## src/rtl/cmos_timing_pkg.sv

```systemverilog
// Shared types and defaults for the CMOS sensor timing generator.
// Holds the sequencer state enum, the default timing constants and the
// helper that derives the 4-byte-aligned row stride of the pixel image.
package cmos_timing_pkg;

  typedef enum logic [1:0] {
    ST_IDLE   = 2'd0,
    ST_RUN    = 2'd1,
    ST_FINISH = 2'd2
  } state_t;

  localparam int DEF_H_DISP    = 640;
  localparam int DEF_V_DISP    = 480;
  localparam int DEF_H_SYNC    = 5;
  localparam int DEF_H_BACK    = 5;
  localparam int DEF_H_FRONT   = 5;
  localparam int DEF_V_SYNC    = 1;
  localparam int DEF_V_BACK    = 0;
  localparam int DEF_V_FRONT   = 1;
  localparam int DEF_BYTES_PP  = 3;
  localparam int DEF_HDR_BYTES = 54;

  // Image rows are padded so that each row starts on a 4-byte boundary.
  function automatic int calc_stride(input int h_disp, input int bytes_pp);
    return ((h_disp * bytes_pp + 3) / 4) * 4;
  endfunction

endpackage

```

## src/rtl/cmos_addr_gen.sv

```systemverilog
// Pixel memory address generator.
// Turns the active-area coordinates into the byte address of the pixel's
// first byte, registered together with the read strobe.
// Ports: clk/rst_n; i_x, i_y active coordinates; i_ahead active-area flag;
//        o_rd_en read strobe (i_ahead delayed one cycle); o_rd_addr address.
module cmos_addr_gen
  import cmos_timing_pkg::*;
#(
  parameter int H_DISP    = DEF_H_DISP,
  parameter int V_DISP    = DEF_V_DISP,
  parameter int BYTES_PP  = DEF_BYTES_PP,
  parameter int HDR_BYTES = DEF_HDR_BYTES,
  parameter int FLIP_V    = 1,
  parameter int ADDR_W    = 21,
  parameter int CNT_W     = 11
) (
  input  logic              clk,
  input  logic              rst_n,
  input  logic [CNT_W-1:0]  i_x,
  input  logic [CNT_W-1:0]  i_y,
  input  logic              i_ahead,
  output logic              o_rd_en,
  output logic [ADDR_W-1:0] o_rd_addr
);

  localparam int STRIDE = calc_stride(H_DISP, BYTES_PP);

  logic [ADDR_W-1:0] w_row;
  logic [ADDR_W-1:0] w_addr;
  logic              r_rd_en;
  logic [ADDR_W-1:0] r_rd_addr;

  // Bottom-up images store the last display row first.
  assign w_row  = (FLIP_V != 0) ? (ADDR_W'(V_DISP - 1) - ADDR_W'(i_y)) : ADDR_W'(i_y);
  assign w_addr = ADDR_W'(HDR_BYTES) + w_row * ADDR_W'(STRIDE)
                + ADDR_W'(i_x) * ADDR_W'(BYTES_PP);

  always_ff @(posedge clk or negedge rst_n) begin
    if (!rst_n) begin
      r_rd_en   <= 1'b0;
      r_rd_addr <= '0;
    end else begin
      r_rd_en <= i_ahead;
      if (i_ahead) r_rd_addr <= w_addr;
    end
  end

  assign o_rd_en   = r_rd_en;
  assign o_rd_addr = r_rd_addr;

endmodule

```

## src/rtl/cmos_timing_gen.sv

```systemverilog
// CMOS sensor style timing generator.
// Produces vsync/href/clken framing for a raster of H_TOTAL x V_TOTAL
// cycles, pixel coordinates aligned with href, and a pixel memory read
// (rd_en/rd_addr) one cycle ahead of href.
// Ports: clk, rst_n (async, active-low); en run enable; mode 0=continuous,
//        1=single-shot; start single-shot trigger; vsync, href, clken,
//        x_out, y_out video outputs; rd_en, rd_addr memory read;
//        frame_done end-of-frame pulse; frame_cnt completed frames; busy.
//
// state     | meaning
// ST_IDLE   | counters held at 0, waiting for en (and start in single-shot)
// ST_RUN    | scanning frames
// ST_FINISH | en dropped mid-frame; completing the frame before idling
module cmos_timing_gen
  import cmos_timing_pkg::*;
#(
  parameter int   H_DISP    = DEF_H_DISP,
  parameter int   V_DISP    = DEF_V_DISP,
  parameter int   H_SYNC    = DEF_H_SYNC,
  parameter int   H_BACK    = DEF_H_BACK,
  parameter int   H_FRONT   = DEF_H_FRONT,
  parameter int   V_SYNC    = DEF_V_SYNC,
  parameter int   V_BACK    = DEF_V_BACK,
  parameter int   V_FRONT   = DEF_V_FRONT,
  parameter int   BYTES_PP  = DEF_BYTES_PP,
  parameter int   HDR_BYTES = DEF_HDR_BYTES,
  parameter int   FLIP_V    = 1,
  parameter logic VS_ACTIVE = 1'b0,
  parameter int   ADDR_W    = 21,
  parameter int   CNT_W     = 11
) (
  input  logic              clk,
  input  logic              rst_n,
  input  logic              en,
  input  logic              mode,
  input  logic              start,
  output logic              vsync,
  output logic              href,
  output logic              clken,
  output logic [CNT_W-1:0]  x_out,
  output logic [CNT_W-1:0]  y_out,
  output logic              rd_en,
  output logic [ADDR_W-1:0] rd_addr,
  output logic              frame_done,
  output logic [15:0]       frame_cnt,
  output logic              busy
);

  localparam int H_TOTAL = H_SYNC + H_BACK + H_DISP + H_FRONT;
  localparam int V_TOTAL = V_SYNC + V_BACK + V_DISP + V_FRONT;
  localparam logic [CNT_W-1:0] H_LAST  = CNT_W'(H_TOTAL - 1);
  localparam logic [CNT_W-1:0] V_LAST  = CNT_W'(V_TOTAL - 1);
  localparam logic [CNT_W-1:0] H_START = CNT_W'(H_SYNC + H_BACK);
  localparam logic [CNT_W-1:0] H_END   = CNT_W'(H_SYNC + H_BACK + H_DISP);
  localparam logic [CNT_W-1:0] V_START = CNT_W'(V_SYNC + V_BACK);
  localparam logic [CNT_W-1:0] V_END   = CNT_W'(V_SYNC + V_BACK + V_DISP);
  localparam logic [CNT_W-1:0] V_SYNC_END = CNT_W'(V_SYNC);

  state_t           r_state, w_state_nxt;
  logic [CNT_W-1:0] r_hcnt, r_vcnt;
  logic             w_running, w_line_end, w_frame_end, w_ahead;
  logic [CNT_W-1:0] w_x, w_y;
  logic             r_ahead_d1;
  logic [CNT_W-1:0] r_x_d1, r_y_d1;
  logic             r_vsync, r_href, r_frame_done;
  logic [CNT_W-1:0] r_x_out, r_y_out;
  logic [15:0]      r_frame_cnt;

  assign w_running   = (r_state != ST_IDLE);
  assign w_line_end  = (r_hcnt == H_LAST);
  assign w_frame_end = w_line_end && (r_vcnt == V_LAST);

  always_ff @(posedge clk or negedge rst_n) begin
    if (!rst_n) r_state <= ST_IDLE;
    else        r_state <= w_state_nxt;
  end

  // A frame is never cut short: dropping en only moves RUN to FINISH.
  always_comb begin
    w_state_nxt = r_state;
    case (r_state)
      ST_IDLE:   if (en && (!mode || start)) w_state_nxt = ST_RUN;
      ST_RUN: begin
        if (w_frame_end && (mode || !en)) w_state_nxt = ST_IDLE;
        else if (!en)                     w_state_nxt = ST_FINISH;
      end
      ST_FINISH: if (w_frame_end) w_state_nxt = ST_IDLE;
      default:   w_state_nxt = ST_IDLE;
    endcase
  end

  always_ff @(posedge clk or negedge rst_n) begin
    if (!rst_n) begin
      r_hcnt <= '0;
      r_vcnt <= '0;
    end else if (!w_running) begin
      r_hcnt <= '0;
      r_vcnt <= '0;
    end else if (w_line_end) begin
      r_hcnt <= '0;
      r_vcnt <= (r_vcnt == V_LAST) ? '0 : r_vcnt + 1'b1;
    end else begin
      r_hcnt <= r_hcnt + 1'b1;
    end
  end

  assign w_ahead = w_running && (r_vcnt >= V_START) && (r_vcnt < V_END)
                && (r_hcnt >= H_START) && (r_hcnt < H_END);
  assign w_x = r_hcnt - H_START;
  assign w_y = r_vcnt - V_START;

  // Stage 1 feeds the address generator's timing; stage 2 is the video output.
  always_ff @(posedge clk or negedge rst_n) begin
    if (!rst_n) begin
      r_ahead_d1   <= 1'b0;
      r_x_d1       <= '0;
      r_y_d1       <= '0;
      r_href       <= 1'b0;
      r_x_out      <= '0;
      r_y_out      <= '0;
      r_vsync      <= VS_ACTIVE;
      r_frame_done <= 1'b0;
      r_frame_cnt  <= '0;
    end else begin
      r_ahead_d1   <= w_ahead;
      r_x_d1       <= w_x;
      r_y_d1       <= w_y;
      r_href       <= r_ahead_d1;
      r_x_out      <= r_x_d1;
      r_y_out      <= r_y_d1;
      r_vsync      <= (w_running && (r_vcnt >= V_SYNC_END)) ? ~VS_ACTIVE : VS_ACTIVE;
      r_frame_done <= w_running && w_frame_end;
      if (w_running && w_frame_end) r_frame_cnt <= r_frame_cnt + 16'd1;
    end
  end

  cmos_addr_gen #(
    .H_DISP    (H_DISP),
    .V_DISP    (V_DISP),
    .BYTES_PP  (BYTES_PP),
    .HDR_BYTES (HDR_BYTES),
    .FLIP_V    (FLIP_V),
    .ADDR_W    (ADDR_W),
    .CNT_W     (CNT_W)
  ) u_addr_gen (
    .clk       (clk),
    .rst_n     (rst_n),
    .i_x       (w_x),
    .i_y       (w_y),
    .i_ahead   (w_ahead),
    .o_rd_en   (rd_en),
    .o_rd_addr (rd_addr)
  );

  assign vsync      = r_vsync;
  assign href       = r_href;
  assign clken      = r_href;
  assign x_out      = r_x_out;
  assign y_out      = r_y_out;
  assign frame_done = r_frame_done;
  assign frame_cnt  = r_frame_cnt;
  assign busy       = w_running;

endmodule
```

## config.mk

```make
export PLATFORM = sky130hd
export DESIGN_NAME = cmos_timing_gen
export DESIGN_NICKNAME = d
export VERILOG_FILES = /design/src/rtl/cmos_timing_pkg.sv /design/src/rtl/cmos_addr_gen.sv /design/src/rtl/cmos_timing_gen.sv
export SDC_FILE = /design/constraint.sdc
export NUM_CORES = 1
export LEC_CHECK = 0
export ABC_CLOCK_PERIOD_IN_PS = 14100
export CAP_MARGIN = 20
export CORE_ASPECT_RATIO = 1.75
export CORE_MARGIN = 1.5
export CORE_UTILIZATION = 55
export DETAILED_ROUTE_END_ITERATION = 8
export MAX_ROUTING_LAYER = met4
export PLACE_DENSITY = 0.78
export SLEW_MARGIN = 20
export SYNTH_ARGS = -nofsm -noshare
export SYNTH_HDL_FRONTEND = slang
export SYNTH_SLANG_ARGS = --single-unit
```

## constraint.sdc

```tcl
create_clock -name clk -period 14.1 [get_ports clk]
set_input_delay 2.115 -clock clk [delete_from_list [all_inputs] [get_ports clk]]
set_output_delay 2.115 -clock clk [all_outputs]
set_load 0.05 [all_outputs]
```

# Word-level counts from Yosys, hierarchy flattened

Cells that the tools add are included.

Output and inout port bits: 65
Bits in registers: 109
Input port bits: 5
Word-level logic and storage cells: 61

Multiplexer cells: 11
Equal/unequal tests: 8
$add $sub $neg: 8
Reduce and logical (&&, ||, !) cells: 15
Order comparisons: 4
Multiply operators: 2

Operators by type and width:

| cell                                                  | number |
|---|---|
| two-way mux 11 bit                                    | 5 |
| adder 11 x 1 -> 11 bit (second input constant)        | 2 |
| adder 21 x 13 -> 21 bit                               | 1 |
| adder 6 x 21 -> 21 bit (first input constant)         | 1 |
| multiplier 21 x 4 -> 14 bit (second input constant)   | 1 |
| adder 16 x 1 -> 16 bit (second input constant)        | 1 |
| multiplier 11 x 2 -> 13 bit (second input constant)   | 1 |
| subtractor 9 x 11 -> 12 bit (first input constant)    | 1 |
| == test 11 x 10 -> 1 bit (second input constant)      | 1 |
| == test 11 x 9 -> 1 bit (second input constant)       | 1 |
| >= comparator 11 x 1 -> 1 bit (second input constant) | 1 |
| >= comparator 11 x 4 -> 1 bit (second input constant) | 1 |
| < comparator 11 x 10 -> 1 bit (second input constant) | 1 |
| < comparator 11 x 9 -> 1 bit (second input constant)  | 1 |
| subtractor 11 x 1 -> 11 bit (second input constant)   | 1 |
| subtractor 11 x 4 -> 11 bit (second input constant)   | 1 |
| logical AND 1 bit                                     | 8 |
| two-way mux 2 bit                                     | 4 |
| one-hot mux 2 bit (3 select lines)                    | 1 |
| inequality test 2 bit (second input constant)         | 2 |
| inequality test 3 bit (second input constant)         | 1 |
| AND reduction 3 bit                                   | 1 |
| == test 2 x 1 -> 1 bit (second input constant)        | 1 |
| == test 2 bit (second input constant)                 | 1 |
| 6 further kinds                                       | 8 |

# Logic depth before layout (Yosys ltp)

Word-level depth: 5
Gate-level depth with buffers: 21
Gate-level depth less buffers: 21

# Cells and area by module

Synthesis repeated with hierarchy kept, for this count alone.

Cells, all modules: 670
Area, all modules: 6707.7 µm²

Modules (own cells, without submodules):

| module          | times used | sequential area each (µm²) | area an instance (µm²) | cells each |
|---|---|---|---|---|
| cmos_timing_gen | 1          | 2202.1                     | 3583.4                 | 305 |
| cmos_addr_gen   | 1          | 550.5                      | 3124.2                 | 365 |

# Least setup slack after synthesis

OpenSTA, ideal clock, no wires.

Path kind: reg2reg
From: register r_vcnt[0]
To: register u_addr_gen.r_rd_addr[20], in the netlist u_addr_gen.o_rd_addr[20]
Path slack: 8.606 ns
Library setup time: 0.125 ns
Clock period less this slack: 5.494 ns
Buffers on the path: 0
Arrival: 5.369 ns
Cell stages (with the launch flop): 22
Required time: 13.975 ns
Path through: dfrtp_1 inv_1 ha_1 or3b_2 nor3_1 xnor2_1 inv_1 ha_1 a31o_4 and2_2 inv_1 fa_1 fa_1 inv_1 ha_1 nand2_1 o311ai_0 a21o_1 a21oi_1 xnor2_1 xnor3_1 mux2_4

Word-level cells in the longest chain between the ends: 5
Elaborated cells between the ends (all ways): 11
Those cells by class: 4 x add/sub; 1 x mul; 2 x order compare; 4 x reduce/logical

Ends and longest elaborated chain:

| item                        | RTL line               | source |
|---|---|---|
| start, declared             | cmos_timing_gen.sv:60  | `logic [CNT_W-1:0] r_hcnt, r_vcnt;` |
| start signal, assigned      | cmos_timing_gen.sv:101 | `r_vcnt <= (r_vcnt == V_LAST) ? '0 : r_vcnt + 1'b1;` |
| subtractor 11 x 1 -> 11 bit | cmos_timing_gen.sv:110 | `assign w_y = r_vcnt - V_START;` |
| net u_addr_gen.i_y[0]       | cmos_addr_gen.sv:20    | `input logic [CNT_W-1:0] i_y,` |
| subtractor 9 x 11 -> 12 bit | cmos_addr_gen.sv:34    | `assign w_row = (FLIP_V != 0) ? (ADDR_W'(V_DISP - 1) - ADDR_W'(i_y)) : ADDR_W'(i_y);` |
| multiplier 21 x 4 -> 14 bit | cmos_addr_gen.sv:35    | `assign w_addr = ADDR_W'(HDR_BYTES) + w_row * ADDR_W'(STRIDE)` |
| adder 6 x 21 -> 21 bit      | cmos_addr_gen.sv:35    |  |
| adder 21 x 13 -> 21 bit     | cmos_addr_gen.sv:36    | `+ ADDR_W'(i_x) * ADDR_W'(BYTES_PP);` |
| end signal, assigned        | cmos_addr_gen.sv:44    | `if (i_ahead) r_rd_addr <= w_addr;` |
| end, declared               | cmos_addr_gen.sv:31    | `logic [ADDR_W-1:0] r_rd_addr;` |

The timed path passes the listed nets, and every way through them passes these cells.
A chain may end at the register's enable or synchronous reset.

# Worst setup path in the final report

Ends and elaborated chain as after synthesis.

==> run metrics <==
outcome finished, final reports clean; Avg Inst Size Synth 10.49 sq um; Synth Net Count 675; Seq/Total Area, Yosys 42.84%; largest net degree at the start of global routing 58; Final Max Slew Viols 0; drt drc 0; final worst slack 8.181 ns; most frequent cells in the layout dfrtp_1 (109), clkdlybuf4s50_1 (68), nor2_1 (57); critical path's slowest cell fa_1; slowest stage delay, CP 0.55 ns; die area 12260 sq um; global-route wire length before repair 21780 microns; crit path cell chain inv_1 -> ha_1 -> or3b_2 -> nor3_1 -> xnor2_1 -> inv_1 -> ha_1 -> a31o_4 -> and2_2 -> inv_1 -> fa_1 -> fa_1 -> inv_1 -> ha_1 -> nand2_1 -> o311ai_0 -> a21o_1 -> a21oi_1 -> xnor2_1 -> xnor3_1 -> mux2_4; GRT Residual Overflow 0; WHS Path Cells 0; GRT Util Overall 22.54%; Leak 3.328 nW; CTS root buf clkbuf_16; fin crit share 41.98%; clk_lat worst skew 0.36 ns; cts bufs inserted 9; Worst Setup Start Kind register; PortBufs 69; ranking of synthesized cells by area dfrtp_1 (43%), ha_1 (8.4%), fa_1 (6.3%); CTS Hold Bufs 0; fillers 880; area grow syn2layout 16.68%; # nets final 740; Area after DPL 7128 sq um; Hold/Removal Path Class reg2reg; CP endpoint kind register; htree depth 3; Arr. time, crit path 6.16 ns; Boundary Pins 70; routed length per placed instance 15.13 microns; CTS Sinks 109; Max Root-Sink Buffers 2; Ys Warns 0; Worst Max-Slew Pin Slew 0.7322 ns; vias per cell 5.514; dpl ws 8.208 ns; Post-Syn Area 6367 sq um; Crit Path Max Fanout 10; Slew HR 51.02%; vias in the first global route 4638; most frequent CP cell inv_1; crit-path leading delay family adder cells; initial antenna violation count 0; Worst Setup Path Type reg2reg; Die Wd 84.34 microns; Post-synth EDFFs 0; via count 4461; Max Clk Rate 169.0 MHz; Yosys top cell by area dfrtp_1; Detail Placement HPWL 9133 microns; asr flop ratio synth 100.0%; Post-CTS Setup Inserts 0; flop2flop setup slack 8.18 ns; Peak VDD IR 0.00008043 V; Clock Skew 0.01047 ns; Final Critical Period 5.919 ns; ys flop type dfrtp_1; RSZ-0062 raised after global routing false; Worst R2R Start r_vcnt[0]; Worst-path clk slew 0.07 ns; Hold Vio Cnt, Final 0; Setup Viol. Count Final 0; CTS tree done; Hold Path Sink y_out[3]; Final GP Congestion 0.8953; ant diodes 0; synthesized flop and latch total 109; CP Buf/Inv Count 4; setup_tns 0 ns; Post-Syn Instances 607; Max-cap violations 0; initial cell density of the core 56.70%; worst r2r path cells 21; hold path start r_y_d1[3]; commonest non-fill, non-tap cell in the layout dfrtp_1; CP required 14.35 ns; final wirelength 12240 microns; power density over cell area 103.5 nW/um^2; Starting DRT DRC Count 210; fin area 7430 sq um; Resize count post-CTS 0; RR Endpoint u_addr_gen.o_rd_addr[20]; CORE AREA 11230 sq um; post-route ant nets 0; Vert. Die Dim 145.3 microns; Cell variety after synth 63; Rows 51; drt pass-1 iters 4; layout cells sized above 1 7.386%; post-synth top area share 42.84%
[power breakdown]
| group | total [W] | internal, W | leakage (nW) | switching, W |
|---|---|---|---|---|
| Combinational | 0.000177 | 0.0000678 | 1.87 | 0.000109 |
| Sequential | 0.000341 | 0.000328 | 1.31 | 0.0000136 |
| Clock | 0.000251 | 0.000126 | 0.145 | 0.000125 |
| Total | 0.000769 | 0.000521 | 3.33 | 0.000248 |
[metrics by stage]
step | power, W | utilization [%] | instances | hold slack (ns)
after floorplan | 0.0004724 | - | 607 | 0.3312
after global placement | 0.0005178 | 63.47 | 793 | 0.3315
after detailed placement | 0.0005229 | 63.47 | 793 | 0.3347
after CTS | 0.0007768 | 66.14 | 809 | 0.3507
after global routing | 0.0008159 | 66.15 | 809 | 0.3579
final | 0.0007691 | 66.15 | 809 | 0.3486
[worst max path at each step]
stage                     startpoint                       end  slack (ns)  cells past startpoint
after detailed placement   r_vcnt[0]  u_addr_gen.o_rd_addr[20]        8.21                     21
after global routing       r_vcnt[0]  u_addr_gen.o_rd_addr[20]        7.74                     20
after CTS                  r_vcnt[0]  u_addr_gen.o_rd_addr[20]        8.18                     21
final                      r_vcnt[0]  u_addr_gen.o_rd_addr[20]        8.18                     21
after floorplan            r_vcnt[0]  u_addr_gen.o_rd_addr[20]        8.61                     21
after global placement     r_vcnt[0]  u_addr_gen.o_rd_addr[20]        8.36                     21
[per-layer routing]
layer	part of all wire, %	global-route usage (%)
met3	2.9	3.517
met5	0	-
met1	41	26.60
met2	54	38.60
met4	2.1	8.629
[synthesized netlist by cell type, types with 8 or more instances]
| library cell | instances |
|---|---|
| xor2_1 | 37 |
| mux2_2 | 14 |
| xnor2_1 | 38 |
| clkbuf_1 | 9 |
| o21ai_0 | 21 |
| nor3_1 | 15 |
| nor2_1 | 57 |
| nand2_1 | 37 |
| and3_1 | 8 |
| nand3_1 | 14 |
| a21oi_1 | 20 |
| fa_1 | 20 |
| inv_1 | 56 |
| nand4_1 | 12 |
| nor2b_1 | 11 |
| dfrtp_1 | 109 |
| ha_1 | 43 |
[worst reg2reg max path, stage by stage (launching register included)]
cell and delay (ns):
dfrtp_1 0.51, inv_1 0.16, ha_1 0.22, or3b_2 0.53, nor3_1 0.20, xnor2_1 0.26
inv_1 0.13, ha_1 0.28, a31o_4 0.25, and2_2 0.22, inv_1 0.14, fa_1 0.47
fa_1 0.55, inv_1 0.04, ha_1 0.30, nand2_1 0.06, o311ai_0 0.46, a21o_1 0.19
a21oi_1 0.07, xnor2_1 0.13, xnor3_1 0.39, mux2_4 0.26
[state kept, by name (all words and copies together) (netlist names)]
name,flops
frame_cnt,16
frame_done,1
r_state,2
y_out,11
x_out,11
r_hcnt,11
u_addr_gen.o_rd_en,1
r_vcnt,11
r_y_d1,11
r_x_d1,11
clken,1
vsync,1
u_addr_gen.o_rd_addr,21
[area by class of cell]
cell class / instances / area [sq um] / area share (%)
Clock inverter: 7 / 75.07 / 1.010
Clock buffer: 9 / 225.2 / 3.031
Timing Repair Buffer: 70 / 695.7 / 9.363
Multi-Input combinational cell: 426 / 3331 / 44.83
Sequential cell: 109 / 2728 / 36.71
Inverter: 56 / 210.2 / 2.829
Tap cell: 132 / 165.2 / 2.223
[logic make-up after synthesis]
family	Yosys count	synth area share (%)
simple gates	187	14.70
mux	21	3.734
flops	109	42.84
xor+xnor	78	11.36
buf+inv	72	4.873
compound gates	77	7.762
fa+ha+maj	63	14.74
No activity file was read; power rests on OpenSTA's default activity.
